===== src/rtl/mux4_rr_arbiter.sv =====
// rtl/mux4_rr_arbiter.sv - round-robin arbiter and select sequencer for a shared 4:1 mux
//
// Purpose: decides which of four requesters owns a shared 4:1 mux, drives the
// registered select/grant, and produces the muxed data combinationally.
// Ownership rotates fairly; an owner is forced off after MAX_HOLD cycles of
// tenure only while somebody else is waiting.
//
// Ports:
//   clk        system clock, rising edge
//   rst        synchronous active-high reset
//   req[3:0]   request lines, bit i belongs to requester i (a,b,c,d)
//   a,b,c,d    requester data words, DW bits each
//   sel[1:0]   registered index of the current owner
//   gnt[3:0]   registered one-hot grant, zero when idle
//   out_valid  registered, high while a grant is active
//   out        combinational mux of a/b/c/d by sel, zero when not valid

module mux4_rr_arbiter #(
    parameter int DW       = 1,
    parameter int MAX_HOLD = 4
) (
    input  logic          clk,
    input  logic          rst,
    input  logic [3:0]    req,
    input  logic [DW-1:0] a,
    input  logic [DW-1:0] b,
    input  logic [DW-1:0] c,
    input  logic [DW-1:0] d,
    output logic [1:0]    sel,
    output logic [3:0]    gnt,
    output logic          out_valid,
    output logic [DW-1:0] out
);

    typedef enum logic {
        IDLE  = 1'b0,
        GRANT = 1'b1
    } state_t;

    localparam logic [7:0] HOLD_LAST = 8'(MAX_HOLD - 1);

    state_t      r_state, w_nxt_state;
    logic [1:0]  r_last,  w_nxt_last;
    logic [7:0]  r_hold,  w_nxt_hold;
    logic [1:0]  r_sel,   w_nxt_sel;
    logic [3:0]  r_gnt,   w_nxt_gnt;
    logic        r_valid, w_nxt_valid;

    logic [3:0]  w_others;
    logic [1:0]  w_idle_pick;
    logic [1:0]  w_next_owner;

    // First set bit of r scanning base+1, base+2, base+3, base. Iterating
    // from the farthest offset down lets the nearest hit overwrite the rest.
    function automatic logic [1:0] rr_pick(input logic [3:0] r, input logic [1:0] base);
        logic [1:0] idx;
        rr_pick = base;
        for (int k = 3; k >= 0; k--) begin
            idx = base + 2'(k + 1);
            if (r[idx]) begin
                rr_pick = idx;
            end
        end
    endfunction

    // While granted, r_gnt is exactly the owner bit, so this is "everyone else".
    assign w_others     = req & ~r_gnt;
    assign w_idle_pick  = rr_pick(req, r_last);
    assign w_next_owner = rr_pick(w_others, r_sel);

    always_ff @(posedge clk) begin
        if (rst) begin
            r_state <= IDLE;
            r_last  <= 2'd3;
            r_hold  <= 8'd0;
            r_sel   <= 2'd0;
            r_gnt   <= 4'd0;
            r_valid <= 1'b0;
        end else begin
            r_state <= w_nxt_state;
            r_last  <= w_nxt_last;
            r_hold  <= w_nxt_hold;
            r_sel   <= w_nxt_sel;
            r_gnt   <= w_nxt_gnt;
            r_valid <= w_nxt_valid;
        end
    end

    always_comb begin
        w_nxt_state = r_state;
        w_nxt_last  = r_last;
        w_nxt_hold  = r_hold;
        w_nxt_sel   = r_sel;
        w_nxt_gnt   = r_gnt;
        w_nxt_valid = r_valid;

        case (r_state)
            IDLE: begin
                if (|req) begin
                    w_nxt_state = GRANT;
                    w_nxt_sel   = w_idle_pick;
                    w_nxt_gnt   = 4'b0001 << w_idle_pick;
                    w_nxt_valid = 1'b1;
                    w_nxt_hold  = 8'd0;
                end
            end
            GRANT: begin
                if (!req[r_sel]) begin
                    w_nxt_last = r_sel;
                    w_nxt_hold = 8'd0;
                    if (|w_others) begin
                        // direct handover, no idle bubble
                        w_nxt_sel = w_next_owner;
                        w_nxt_gnt = 4'b0001 << w_next_owner;
                    end else begin
                        // sel keeps its value; out is gated by out_valid
                        w_nxt_state = IDLE;
                        w_nxt_gnt   = 4'd0;
                        w_nxt_valid = 1'b0;
                    end
                end else if ((|w_others) && (r_hold == HOLD_LAST)) begin
                    w_nxt_last = r_sel;
                    w_nxt_hold = 8'd0;
                    w_nxt_sel  = w_next_owner;
                    w_nxt_gnt  = 4'b0001 << w_next_owner;
                end else if (r_hold != HOLD_LAST) begin
                    // saturates so a lone owner never triggers rotation by itself
                    w_nxt_hold = r_hold + 8'd1;
                end
            end
            default: begin
                w_nxt_state = IDLE;
            end
        endcase
    end

    always_comb begin
        out = '0;
        if (r_valid) begin
            case (r_sel)
                2'd0:    out = a;
                2'd1:    out = b;
                2'd2:    out = c;
                default: out = d;
            endcase
        end
    end

    assign sel       = r_sel;
    assign gnt       = r_gnt;
    assign out_valid = r_valid;

endmodule


===== config.mk =====
export PLATFORM = sky130hd
export DESIGN_NAME = mux4_rr_arbiter
export DESIGN_NICKNAME = d
export VERILOG_FILES = /design/src/rtl/mux4_rr_arbiter.sv
export SDC_FILE = /design/constraint.sdc
export NUM_CORES = 1
export LEC_CHECK = 0
export CORE_AREA = 5 5 55 57
export DETAILED_ROUTE_END_ITERATION = 8
export DIE_AREA = 0 0 60 62
export HOLD_SLACK_MARGIN = 0.05
export PLACE_DENSITY = 0.76
export SYNTH_ARGS = -nofsm -noshare
export SYNTH_HDL_FRONTEND = slang
export SYNTH_SLANG_ARGS = --single-unit

===== constraint.sdc =====
create_clock -name clk -period 5.9 [get_ports clk]
set_input_delay 0.885 -clock clk [delete_from_list [all_inputs] [get_ports clk]]
set_output_delay 0.885 -clock clk [all_outputs]
set_load 0.01 [all_outputs]

==> results of run 1 <==
-- per-layer routing --
metal  routed length (µm)  GRT usage (%)  vias up
li1                     -              -      583
met1                 1340          23.75      543
met2                 1270          27.16       40
met3                  166          2.686        5
met4                   44          6.646        0
met5                    0              0        -
-- layout make-up --
| cell class | instances | area, µm² | share of cell area (%) |
|---|---|---|---|
| inverters | 5 | 18.77 | 1.263 |
| repair buffers | 17 | 170.2 | 11.45 |
| clock buffers | 4 | 36.28 | 2.441 |
| multi-input cells | 119 | 863.3 | 58.08 |
| flip-flops and latches | 18 | 360.3 | 24.24 |
| well taps | 30 | 37.54 | 2.525 |
-- worst paths after layout --
| check | start | to | slack, ps | depth (start not counted) |
|---|---|---|---|---|
| hold / removal | out_valid | out_valid | 490 | 2 |
| setup / recovery | c | out | 2680 | 5 |
| setup reg to reg | sel[1] | gnt[3] | 3350 | 7 |
| hold reg to reg | out_valid | out_valid | 490 | 2 |
-- per-stage QoR --
| stage | power [mW] | cell area (µm²) | utilization, % | cells |
|---|---|---|---|---|
| finish | 0.3898 | 1486 | 61.11 | 193 |
| global route | 0.4175 | 1486 | 61.11 | 193 |
| detailed placement | 0.3132 | 1450 | 59.62 | 189 |
| CTS | 0.3911 | 1486 | 61.11 | 193 |
| floorplan | 0.2648 | 1270 | - | 148 |
| global placement | 0.3086 | 1450 | 59.62 | 189 |
-- registers in the layout, summed over array words and instances (netlist names) --
signal     count
r_state        1
r_last         2
gnt            4
sel            2
r_hold         8
out_valid      1
-- synthesized netlist by cell type (2+ instances only) --
cell	instances
o22ai_1	2
or3_1	3
and2b_1	2
a211o_1	4
a31oi_1	2
nand3b_1	2
dfxtp_1	18
xor2_1	5
o21ai_0	4
nor4_4	2
nor3_1	11
nand2b_1	4
nand4_1	3
a2bb2oi_1	2
ha_1	5
nor2b_1	2
nor2_1	11
clkbuf_1	3
a21oi_1	11
and3_1	2
o21ai_1	2
nand2_1	12
a311oi_2	3
inv_1	5
-- critical path: stages --
cell             delay, ps
clkdlybuf4s50_1        390
a222oi_1               320
o21ai_0                110
and2_1                 160
clkdlybuf4s50_1        470
-- where the power goes --
| part | internal, mW | switching (mW) |
|---|---|---|
| combinational | 0.0769 | 0.0821 |
| clock | 0.0377 | 0.0398 |
| sequential | 0.134 | 0.0195 |
-- kinds of logic after synthesis --
| kind of cell | synth area share (%) |
|---|---|
| AO/OA/AOI/OAI | 24.53 |
| XOR/XNOR | 4.138 |
| adder cells (fa/ha/maj) | 4.926 |
| buffers and inverters | 3.645 |
| flip-flops | 28.37 |
| multiplexers | 3.448 |
| AND/OR/NAND/NOR | 30.94 |
==> summary.md, run 1 <==
The tools report the number of hold buffers added after cts as 0. The tools report the starting utilization of the core area as 52.21%. In this run the tightest slew margin relative to its limit is 50.79%. The max-slew violation total from the final report was 0; the number of filler cells placed in the layout was 244. The die height is 62 µm. The initial detailed-routing violation count is 95, and the number of nets in the synthesized netlist is 163. Cells with a size suffix above 1 make up 12.88% of the layout. CTS placed an instance of clkbuf_4 at the clock tree root. The run gives 52 as the distinct cell type count after synthesis. The run gives 0 as the count of endpoints failing hold in the final timing report. The fraction of registers with async set or reset after synthesis works out to 0%. The detail route stage leaves a number of antenna-violating nets equal to 0. The repair_antennas step left the layout with diodes totalling 0.

The clock-pin slew on the worst setup and hold paths was 100 ps; the share of the yosys chip area belonging to registers was 28.37%. From synthesis to final layout, the design area changed by 17.04%. The post-route minimum period is 3217 ps, and the post-CTS setup buffer count is 0. At the worst endpoint, the arrival time is 2330 ps. The tools report the number of buffers created by CTS as 3. From left edge to right edge, the die measures 60 µm.

Worst hold path class: flop to flop. At the later pin of the worst-skew pair, clock insertion delay measures 300 ps. At the end of routability-driven placement, the weighted congestion stood at 0.8291.

The via count of the first global-routing pass was 1,088. The floorplan core area came out at 2432 µm². The final-report setup violation count is 0, and the average routed wire per standard cell is 14.62 µm.

The maximum fanout encountered on the critical timing path is 1, and the routed wire length is 2821 µm. Leaving out fill and tap cells, the most frequent cells in the layout are dfxtp_1, clkdlybuf4s50_1, nand2_1. The run gives 19 as the largest net degree at the start of global routing.

TritonCTS built the clock tree. The count of instances resized after the clock tree is built was 0. VDD sags by at most 0.2111 mV. The number of instances in the synthesized netlist is 148, and the number of synthesized flops with an enable pin is 0. At the pin with the least slew margin, the transition time is 735.9 ps. The number of register bits inferred by synthesis was 18; the final worst slack was 2683 ps. Setup repair after global routing left no endpoint under its margin. The cell area that synthesis handed to floorplanning was 1270 µm². Global routing used 17.26% of the available tracks across all layers.

Prevailing post-synth register cell: dfxtp_1. The tools report the sum of negative setup slack as 0 ps. The via density per instance was 6.067; the area share of the largest cell type after synthesis was 28.37%.

For this design, the sink count on the clock tree is 18. The library cell used most frequently in the layout, excluding fill and tap cells, is dfxtp_1. The run gives 0 as the number of antenna violations at the first check in global routing. By startpoint and endpoint, the worst setup path is classified as input pin to output port.

The number of buffers on the longest clock path was 2; the achievable clock frequency was 310.8 MHz. The worst-case clock skew is 3.023 ps, and the count of buffers from port buffering is 17. The die covers 3720 µm².

The worst setup path is captured at an output port. The final route contains 1,171 vias. After the last flow step, the layout net total stands at 179. For this design the ratio of total power to cell area is 262.2 nW/µm². By area the synthesized netlist is led by dfxtp_1, ha_1, a21oi_1, nor3_1, a311oi_2. On the final layout, the worst hold slack is 493.7 ps. The average instance in the mapped netlist occupies 8.581 µm².

The first detailed-routing pass took 4 iterations. In the finished design, the share of the clock period the worst path needs comes to 54.53%. Before CTS, the worst setup slack after placement is 2670 ps. Of all cell types, the one taking the most synthesized area is dfxtp_1. For this design the top-level I/O count stands at 18. The reported max-cap violation count is 0. Detailed placement finished with a half-perimeter wire length of 2151 µm. The run gives 5020 ps as the data required time of the critical path. The CTS H-tree depth was 1; the number of core rows was 18. Critical path launch point type: an input pin. Summed over all layers, the global routing overflow is 0. The first global-routing pass estimated 4871 µm of wire. The analysis attributes to cell leakage a power of 0.5609 nW. The run finished with clean final reports. After detailed routing, the number of remaining DRC violations is 0. During synthesis, Yosys emitted a total of 0 warnings.
No activity file was read; power rests on OpenSTA's default activity.
==> run 2, diff against run 1 <==
- clock period: 5.9 -> 2.96 ns (I/O delays scaled with it)
==> run 2 against run 1 <==
Effect of this change:
- first-iteration DRC count fell by 22%
- clock power rose by 100%
- combinational power rose by 110%
- critical path type is now flop to output port
- largest cell class unchanged
==> summary.md, run 2 (synthesized netlist as in run 1, its figures left out) <==
The count of instances resized after the clock tree is built was 0 (unchanged); the areal power density over the cells was 522.4 nW/µm² (+99%). The cell-internal power was 0.5011 mW (+100%). TritonCTS built the clock tree. The count of endpoints failing hold in the final timing report was 0 (unchanged). The run finished with clean final reports. For the reported max-cap violation count, the log shows 0 (unchanged). The register with the most flip-flops was r_hold.

The initial detailed-routing violation count was 74 (-22%). STA classifies the critical path startpoint as a flop. The stage delay of the slowest cell on the critical path is 470 ps (about the same).

The smallest clock period supported by the final layout is computed as 2475 ps. The number of buffers created by CTS came out at 3 (unchanged). The first-pass GRT wire length is 5002 µm (+2.7%). For the final-report setup violation count, the log shows 0 (unchanged). The total congestion overflow was 0 (unchanged); the part of the total power dissipated in sequential elements was 37.4% (-1.9 points). The maximum fanout encountered on the critical timing path is 11 (+10). The count of buffers from port buffering was 17 (unchanged); the via density per instance was 6.067 (about the same). The tools report the sum of negative setup slack as 0 ps (unchanged).

Number of antenna violations at the first check in global routing: 0 (unchanged). The logs give 0.2832 mW (+100%) for the reported net switching power and 19 (unchanged) for the largest net degree at the start of global routing. The worst-case clock skew was 10.69 ps (+7.667 ps); the clock network fraction of total power was 19.7% (-0.2 points).

The critical register-to-register path startpoint was r_hold[0]. The run gives 0 (unchanged) as the max-slew violation total from the final report. The leakage component of the power is 0.5713 nW (+1.9%), and the starting utilization of the core area is 52.21% (unchanged).

The total via count after detailed routing was 1,183 (+1.0%); the fraction of the cycle the final worst path needs was 83.61%. The CTS H-tree depth is 1 (unchanged). The area overhead of the layout relative to synthesis was 18.23%; the peak supply drop was 0.3688 mV (+75%). For the number of remaining DRC errors, the log shows 0 (unchanged). Walking the worst path, the cells encountered are buf_4 > ha_1 > a222oi_1 > o21ai_0 > and2_1 > clkdlybuf4s50_1. The total power of the final layout was 0.7843 mW (+100%).

The number of flip-flops under the largest register name was 8 (unchanged). Leaving out fill and tap cells, the most frequent cells in the layout are dfxtp_1, clkdlybuf4s50_1, nand2_1. The count of pins on the block boundary was 18 (unchanged). The share of layout cells above drive strength 1 was 13.94% (+1.1 points); the arrival time at the worst endpoint was 2030 ps (-300 ps).

Setup repair after global routing left no endpoint under its margin. The average routed wire per standard cell works out to 14.63 µm (about the same). The final net count is 181 (+1.1%), and the fraction of power spent switching nets is 36.11% (-0.18 points). Worst hold path class: flop to flop. The detailed-placement wirelength estimate was 2140 µm (-0.49%).

The slew of the pin with the lowest slew margin was 774.1 ps (+38.25 ps); the count of clock tree sinks was 18 (unchanged). The tree is rooted in a clkbuf_4. The tools report the source of the worst hold timing path as out_valid. The last weighted congestion value of the routability-driven placer is 0.8622 (+4.0%). The number of detailed-route iterations in the first pass is 4 (unchanged), and the number of nets with antenna violations after routing is 0 (unchanged).

The run gives 511.6 ps (+17.92 ps) as the final hold slack. The data required time of the critical path came out at 2520 ps (-2500 ps). The critical path starts at sel[1]. The number of hold buffers added after cts is 0 (unchanged).

The die width is 60 µm (unchanged). The floorplan core area was 2432 µm² (unchanged). The logs give 540 ps (-2810 ps) for the worst setup slack for register-to-register paths and 18 (unchanged) for the number of core rows. The tools report the routed wire length as 2852 µm (+1.1%).

The die height was 62 µm (unchanged). The combinational share of power was 42.9% (+2.1 points); the post-CTS setup buffer count was 0 (unchanged). The total global-route track usage came out at 17.66% (+0.40 points). Number of buffers on the longest clock path: 2 (unchanged). The clock-pin slew on the worst setup and hold paths works out to 110 ps (about the same). The library cell used most frequently in the layout, excluding fill and tap cells, is dfxtp_1. Derived from the worst setup path, the maximum achievable clock frequency is 404.1 MHz. The area of the die is 3720 µm² (unchanged), and the via count of the first global-routing pass is 1,096 (+0.74%). The worst max-slew margin expressed relative to the limit came out at 48.23% (-2.6 points). Slowest stage cell on the critical path: clkdlybuf4s50_1. For the antenna diode instance count, the log shows 0 (unchanged). STA classifies the critical path endpoint as an output port.

The number of filler cells placed in the layout was 213 (-13%). Worst-skew pair later-pin latency: 300 ps (about the same). By startpoint and endpoint, the worst setup path is classified as flop to output port.
==> run 2: changes by cell type in the layout (fill, tap and decap cells not counted) <==
| cell | change |
|---|---|
| buf_4 | +2 |
==> run 2: cell type report <==
class                   count  area (µm²)  share of cell area [%]
well taps                  30       37.54                   2.500
multi-input cells         119       863.3                   57.50
repair buffers             19       185.2                   12.33
clock buffers               4       36.28                   2.417
inverters                   5       18.77                   1.250
flip-flops and latches     18       360.3                   24.00
==> run 2: final timing paths <==
path / to / cells past startpoint
worst min-delay path: out_valid / 2
worst max-delay path: out / 6
worst min register to register: out_valid / 2
worst max register to register: gnt[1] / 7
==> run 2: worst max-delay path, delay by kind of cell (launching register included) <==
kind | cells | cell delay (ps)
buffers and inverters | 2 | 650
flip-flops | 1 | 340
AND/OR/NAND/NOR | 1 | 150
AO/OA/AOI/OAI | 2 | 390
adder cells (fa/ha/maj) | 1 | 190
==> run 2: per-stage QoR <==
stage               worst slack (ps)  cell area [µm²]  util [%]  instances
finish                         485.1             1501     61.73        195
global route                   274.7             1501     61.73        195
CTS                            479.1             1501     61.73        195
detailed placement             351.1             1465     60.24        191
global placement               395.3             1465     60.24        191
floorplan                      687.7             1270         -        148
==> run 2: per-layer routing <==
metal	global-route usage, %	share of wire [%]	wire (µm)	up-vias
li1	-	-	-	583
met1	23.13	47	1345	569
met2	29.48	46	1319	26
met3	2.273	5.0	142	5
met4	6.962	1.5	44	0
met5	0	0	0	-
==> run 2: power groups by stage <==
stage,logic [mW],clock network (mW),registers [mW]
after floorplan,0.228,0,0.300
after global placement,0.326,0,0.297
after detailed placement,0.334,0,0.297
after CTS,0.336,0.156,0.292
after global routing,0.375,0.168,0.297
final,0.337,0.155,0.293
